**src/rtl/reg_hex_uart_tx.sv**
```systemverilog
// Captures a 16-bit word on request and sends it as four lowercase hex digits plus a line
// terminator over 8N1 UART. Define HEX_TX_CRLF_EN to send CR LF instead of LF alone.
module reg_hex_uart_tx #(
    parameter int CLKS_PER_BIT = 434
) (
    input  logic        clk,
    input  logic        rst,
    input  logic        start,
    input  logic [15:0] value,
    output logic        ready,
    output logic        tx
);

    // Handshake: a request is taken on a rising edge where start=1 and ready=1;
    // ready stays low for the whole frame and start is ignored meanwhile.

    typedef enum logic [1:0] {
        IDLE  = 2'd0,
        START = 2'd1,
        DATA  = 2'd2,
        STOP  = 2'd3
    } state_t;

    localparam int BW = $clog2(CLKS_PER_BIT);
    localparam logic [BW-1:0] BAUD_LAST = BW'(CLKS_PER_BIT - 1);

`ifdef HEX_TX_CRLF_EN
    localparam logic [2:0] LAST_CHAR = 3'd5;
`else
    localparam logic [2:0] LAST_CHAR = 3'd4;
`endif

    state_t          state_q, state_d;
    logic [BW-1:0]   baud_q, baud_d;
    logic [2:0]      bit_q, bit_d;
    logic [2:0]      idx_q, idx_d;
    logic [15:0]     hold_q, hold_d;
    logic            tx_q, tx_d;
    logic            baud_end;
    logic [7:0]      cur_char;

    function automatic logic [7:0] hex_ascii(input logic [3:0] n);
        if (n < 4'd10)
            return 8'h30 + {4'h0, n};
        else
            return 8'h57 + {4'h0, n};
    endfunction

    function automatic logic [7:0] char_at(input logic [2:0] idx, input logic [15:0] w);
        logic [7:0] c;
        case (idx)
            3'd0:    c = hex_ascii(w[15:12]);
            3'd1:    c = hex_ascii(w[11:8]);
            3'd2:    c = hex_ascii(w[7:4]);
            3'd3:    c = hex_ascii(w[3:0]);
`ifdef HEX_TX_CRLF_EN
            3'd4:    c = 8'h0D;
`endif
            default: c = 8'h0A;
        endcase
        return c;
    endfunction

    assign baud_end = (baud_q == BAUD_LAST);
    assign cur_char = char_at(idx_q, hold_q);

    always_ff @(posedge clk or negedge rst) begin
        if (!rst) begin
            state_q <= IDLE;
            baud_q  <= '0;
            bit_q   <= '0;
            idx_q   <= '0;
            hold_q  <= '0;
            tx_q    <= 1'b1;
        end else begin
            state_q <= state_d;
            baud_q  <= baud_d;
            bit_q   <= bit_d;
            idx_q   <= idx_d;
            hold_q  <= hold_d;
            tx_q    <= tx_d;
        end
    end

    // tx is computed one cycle ahead so the line itself comes straight from a flop.
    always_comb begin
        state_d = state_q;
        baud_d  = baud_q;
        bit_d   = bit_q;
        idx_d   = idx_q;
        hold_d  = hold_q;
        tx_d    = tx_q;
        case (state_q)
            IDLE: begin
                tx_d = 1'b1;
                if (start) begin
                    hold_d  = value;
                    idx_d   = '0;
                    bit_d   = '0;
                    baud_d  = '0;
                    state_d = START;
                    tx_d    = 1'b0;
                end
            end
            START: begin
                if (baud_end) begin
                    baud_d  = '0;
                    bit_d   = '0;
                    state_d = DATA;
                    tx_d    = cur_char[0];
                end else begin
                    baud_d = baud_q + BW'(1);
                end
            end
            DATA: begin
                if (baud_end) begin
                    baud_d = '0;
                    if (bit_q == 3'd7) begin
                        state_d = STOP;
                        tx_d    = 1'b1;
                    end else begin
                        bit_d = bit_q + 3'd1;
                        tx_d  = cur_char[bit_q + 3'd1];
                    end
                end else begin
                    baud_d = baud_q + BW'(1);
                end
            end
            STOP: begin
                if (baud_end) begin
                    baud_d = '0;
                    if (idx_q == LAST_CHAR) begin
                        state_d = IDLE;
                        tx_d    = 1'b1;
                    end else begin
                        idx_d   = idx_q + 3'd1;
                        state_d = START;
                        tx_d    = 1'b0;
                    end
                end else begin
                    baud_d = baud_q + BW'(1);
                end
            end
            default: begin
                state_d = IDLE;
                tx_d    = 1'b1;
            end
        endcase
    end

    assign ready = (state_q == IDLE);
    assign tx    = tx_q;

endmodule

```
**config.mk**
```make
export PLATFORM = sky130hd
export DESIGN_NAME = reg_hex_uart_tx
export DESIGN_NICKNAME = d
export VERILOG_FILES = /design/src/rtl/reg_hex_uart_tx.sv
export SDC_FILE = /design/constraint.sdc
export NUM_CORES = 1
export LEC_CHECK = 0
export ABC_AREA = 1
export CORE_MARGIN = 2
export CORE_UTILIZATION = 52
export DETAILED_ROUTE_END_ITERATION = 16
export PLACE_DENSITY_LB_ADDON = 0.08
export RECOVER_POWER = 25
export SLEW_MARGIN = 20
export SYNTH_ARGS = -nofsm -noshare
export SYNTH_HDL_FRONTEND = slang
export SYNTH_SLANG_ARGS = --single-unit
```
**constraint.sdc**
```tcl
create_clock -name clk -period 1.6 [get_ports clk]
set_input_delay 0.24 -clock clk [delete_from_list [all_inputs] [get_ports clk]]
set_output_delay 0.24 -clock clk [all_outputs]
set_load 0.02 [all_outputs]
```
Word level (Yosys, flattened, before mapping)
Cells that the tools add are included.

Order comparisons: 5. Reductions and logical operators: 10. Add/sub/neg operators: 11. Multiplexer cells: 32. Eq/ne operators: 16.

Operator list (count): 7-bit by 4-bit adder with 8-bit output, first input constant (4); 8-bit 2-to-1 mux (4); 8-bit case mux with 4 select lines (1); 6-bit by 4-bit adder with 7-bit output, first input constant (4); 3-bit 2-to-1 mux (6); 9-bit 2-to-1 mux (2); 9-bit case mux with 2 select lines (1); 4-bit < comparator, second input constant (4); 2-bit inequality test, second input constant (7); 2-bit 2-to-1 mux (5); 5-bit AND reduction (2); 9-bit by 1-bit adder with 9-bit output, second input constant (1); 9-bit == test, second input constant (1); 3-bit case mux with 3 select lines (1); 1-bit 2-to-1 mux (8); 2-bit case mux with 4 select lines (1); 3-bit by 1-bit adder with 3-bit output, second input constant (2); 3-bit by 2-bit == test with 1-bit output, second input constant (2); 3-bit == test, second input constant (2); 3-bit case mux with 2 select lines (1); 2-bit == test, second input constant (2); 3-bit by 4-bit < comparator with 1-bit output, second input constant (1); 1-bit case mux with 4 select lines (1); 4-bit AND reduction (1); 10 further kinds (10).

Flip-flop bits (word level): 34. Logic and storage cells: 80.

Logic depth before layout (Yosys ltp)
Word-level depth: 8. Gate-level depth with buffers: 18.

Worst setup path after synthesis
No wires, ideal clock.

Path type: register to register. From: reg state_q[0]. To: reg baud_q[8]. Cell stages (with the launch flop): 11. Path slack: -0.261 ns. Path buffers: 1. Clock period less this slack: 1.861 ns. Required time: 1.473 ns. Data arrival time: 1.734 ns. Library setup time: 0.127 ns. Cells stage by stage: dfrtp_1 > inv_1 > ha_1 > inv_1 > nor2_1 > buf_2 > inv_1 > nand2_1 > nor2_1 > o22ai_1 > nor2_1.

Elaborated cells between the ends (all ways): 7. Classes of those cells: eq/ne (4); mux (1); reduce/logical (2).

RTL lines: from (decl) (line 33) `state_t state_q, state_d;`; from (signal assigned) (line 76) `state_q <= state_d;`; 2-bit zero test *; via ready (line 10) `output logic ready,`; 9-bit case mux with 2 select lines or 2-bit inequality test (tied branches); to (signal assigned) (line 77) `baud_q <= baud_d;`; to (decl) (line 34) `logic [BW-1:0] baud_q, baud_d;`.

The timed path passes the listed nets; every way through them passes the cells marked *. A chain may end at the register's enable or synchronous reset.

Worst setup path in the final report
From: reg idx_q[1]. To: reg tx_q (netlist: tx).

Cells in the longest elaborated chain, start to end: 7. Elaborated cells between the ends (all ways): 14. Classes of those cells: eq/ne (4); mux (9); reduce/logical (1).

Ends and longest elaborated chain: from (decl) (line 36) `logic [2:0] idx_q, idx_d;`; from (signal assigned) (line 79) `idx_q <= idx_d;`; 3-bit by 2-bit == test with 1-bit output, or another cell as far along (line 51) `case (idx)`; 8-bit case mux with 4 select lines (line 51); 1-bit binary-select mux with 3-bit select (line 123) `tx_d = cur_char[bit_q + 3'd1];`; 1-bit 2-to-1 mux (not written as such) (line 123); 1-bit 2-to-1 mux (line 118) `if (bit_q == 3'd7) begin`; 1-bit 2-to-1 mux (line 116) `if (baud_end) begin`; 1-bit case mux with 4 select lines * (line 93) `case (state_q)`; to (signal assigned) (line 81) `tx_q <= tx_d;`; to (decl) (line 38) `logic tx_q, tx_d;`.

Mark *: on every way between the ends. The rest lies on a longest branch, timed or not. The select of a mux whose other input is x is not followed.

==> results.cfg <==
[final_layout]
fillers = 346
diodes = 0
utilization_pct = 75.2
final_cell_area_um2 = 3270
nets = 452
drive_above_1_share_pct = 29.4
regArea_um2 = 853
syn2layout_area_growth_pct = 39.4
multi_input_area_um2 = 1500

[synth]
synth.ff_latch_count = 34
seq_area_frac_synth_pct = 36.3
synth_top_cells_by_area = dfrtp_1, nand2_1, ha_1
synth_xor_xnor_area_share_pct = 0.746
synth_area_per_cell_um2 = 6.91
syn_inst = 340
synth_top_family_by_area = simple AND/OR/NAND/NOR gates
synth.top_cell.area_share_pct = 35.2
synth_nets = 377
yosysTopAreaCell = dfrtp_1
synth_fa_ha_area_share_pct = 9.59
synth_simple_gate_area_share_pct = 32.6
synth_cell_types = 24
synth_mux_area_share_pct = 0
netlist_area_um2 = 2350
yosysWarnings = 0
synth_compound_area_share_pct = 12.0

[job]
max-cap-violations = 0

[sta]
hold_viol = 0
rsz0062_at_grt = true
worst_pin_slew_ns = 0.832
hold_slack_ns = 0.490
fin_ws_ns = -0.145
final-setup-viol-count = 9
slew_headroom_pct = 44.6
totalNegativeSetupSlack_ns = -0.789
finalMaxSlewViolations = 0
fin_skew_ns = 0.00596
period_share_pct = 109
clock.fmax_ghz = 0.573
min_period_ns = 1.75

[clocking]
clock_latency_ns = 0.29
postCtsHoldBufs = 0
numCtsBuffers = 5
cts_sinks = 34
clock_path_buffers = 2
tritoncts = yes
clk_pin_slew_ns = 0.07
cts_root_buffer = clkbuf_8
h-tree-depth = 2

[placement]
place_area_um2 = 2940
place_congestion = 0.878
portBuffers = 20
hpwl_um = 4060

[grt]
grt_pass1_wl_um = 9490
grt_start_max_net_pins = 35
grt_util_all_layers_pct = 23.4
grt_overflow = 0
grt_pass1_vias = 2201
antenna_found_initial = 0

[setup_path]
crit_required_ns = 1.83
crit_fanout = 6
cp_cell_sequence = ha_2 > ha_4 > nand2_2 > nor2_2 > nor2_1 > nand2_1 > a21oi_2 > nand2_1 > nand2_1 > nand2_1 > nand2_1 > nand2_1 > nand2_1 > nand2_1 > nand2_1 > nand2_1
start_kind = flop
crit_path_max_incr_delay_ns = 0.45
timing.rr.start = idx_q[1]
startpoint = idx_q[1]
cp-end-kind = flop
crit_type = reg -> reg
slowest_stage = dfrtp_2
cp.arrival_ns = 1.97
reg2reg_slack_ns = -0.15
cp_common_cell = nand2_1

[detailed_routing]
met3_length_um = 168
via_per_inst = 5.03
via_count = 2351
drt_iter0_drc = 140
firstDrtPassIters = 4
routed_wl_um = 5710
drc_errors = 0
wl_per_cell_um = 12.2
topRoutingLayerUsed = met4
routed-wl-met2_um = 2650
drt-met1-wl_um = 2790
antenna_left = 0

[outcome]
violations = negative setup slack
status = complete, but fails checks

[floorplan]
fp.dieArea_um2 = 5070
start_util_pct = 53.9
io_pins = 21
die_y_um = 71.2
row_count = 24
coreArea_um2 = 4350
fp.dieW_um = 71.2

[power]
p_per_area_nw_per_um2 = 838
vdd_drop_max_mv = 0.608
p_leak_nw = 1.67
finalPower_mw = 2.74

[hold_path]
min_from = tx
hold_class = reg -> reg
-- worst max-delay path: cells and delay by family, from the launching register on --
family / cells / cell delay (ns)
DFF: 1 / 0.45
adders and majority gates: 2 / 0.38
and+or+nand+nor: 13 / 0.74
AOI/OAI and AO/OA: 1 / 0.12
-- per-layer routing --
metal	global-route usage [%]	vias up
met2	36.2	29
met1	32.6	1078
met3	4.27	10
met5	0	-
li1	-	1234
met4	9.01	0
-- cells in the mapped netlist --
library cell	number
xor2_1	2
dfrtp_1	33
nor2_2	4
nand3_1	21
dfstp_2	1
nor4_4	1
nand2_1	86
nor2_4	2
o22ai_1	3
nand4_1	2
nor3_1	8
o21ai_1	5
clkbuf_1	3
nor2_1	54
inv_1	42
a21oi_2	4
o21ai_0	10
or2_1	1
ha_1	18
a21oi_1	26
buf_2	1
o31ai_1	3
inv_2	9
nand2_2	1
-- what timing repair did --
action	4_1_cts	5_1_grt
endpoints found under the setup margin	10	17
gates resized for setup	17	35
buffers inserted	6	7
pin swaps	10	13
-- state kept, by name, indices dropped and copies added (netlist names) --
signal	cells
idx_q	3
hold_q	16
state_q	2
tx	1
baud_q	9
bit_q	3
-- area by class of cell --
class / count / share of cell area, %
timing repair buffer: 72 / 18.0
sequential: 34 / 26.1
tap: 52 / 1.99
multi-input combinational: 251 / 45.8
clock buffer: 7 / 2.33
inverter: 51 / 5.85
-- report_power, final --
group	internal, mW	switching (mW)	leakage [nW]
combinational	0.501	0.572	1.28
sequential	0.991	0.0813	0.350
clock	0.299	0.299	0.0383
-- layout by cell type, fill, tap and decap left out, drive strengths merged --
cell           count
nand2             87
nor2              60
buf               51
inv               51
dfrtp             33
a21oi             30
nand3             21
ha                18
clkdlybuf4s50     17
o21ai             15
clkbuf             8
nor3               8
o31ai              3
o22ai              3
xor2               2
nand4              2
dlygate4sd2        2
or2                1
nor4               1
dlygate4sd3        1
dfstp              1
-- cells by family (layout without fill, tap and decap cells) --
kind of cell / count (synthesis) / in the layout
xor gates and xnor gates: 2 / 2
DFF: 34 / 34
AOI/OAI and AO/OA: 51 / 51
and+or+nand+nor: 180 / 180
buffers and inverters: 55 / 130
adders and majority gates: 18 / 18
-- through the flow --
stage / cells / setup WS [ns]
after floorplan: 340 / -0.0121
after global placement: 447 / -0.174
after detailed placement: 447 / -0.204
after CTS: 460 / -0.130
after global routing: 467 / -0.340
final: 467 / -0.145
-- path summary, 6_finish.rpt --
kind | cells past startpoint | to
worst min register to register | 2 | tx
worst max register to register | 16 | tx
min in group asynchronous | 2 | idx_q[2]
max in group asynchronous | 2 | idx_q[1]
worst max-delay path | 16 | tx
worst min-delay path | 2 | tx
(Power assumes the default switching activity.)
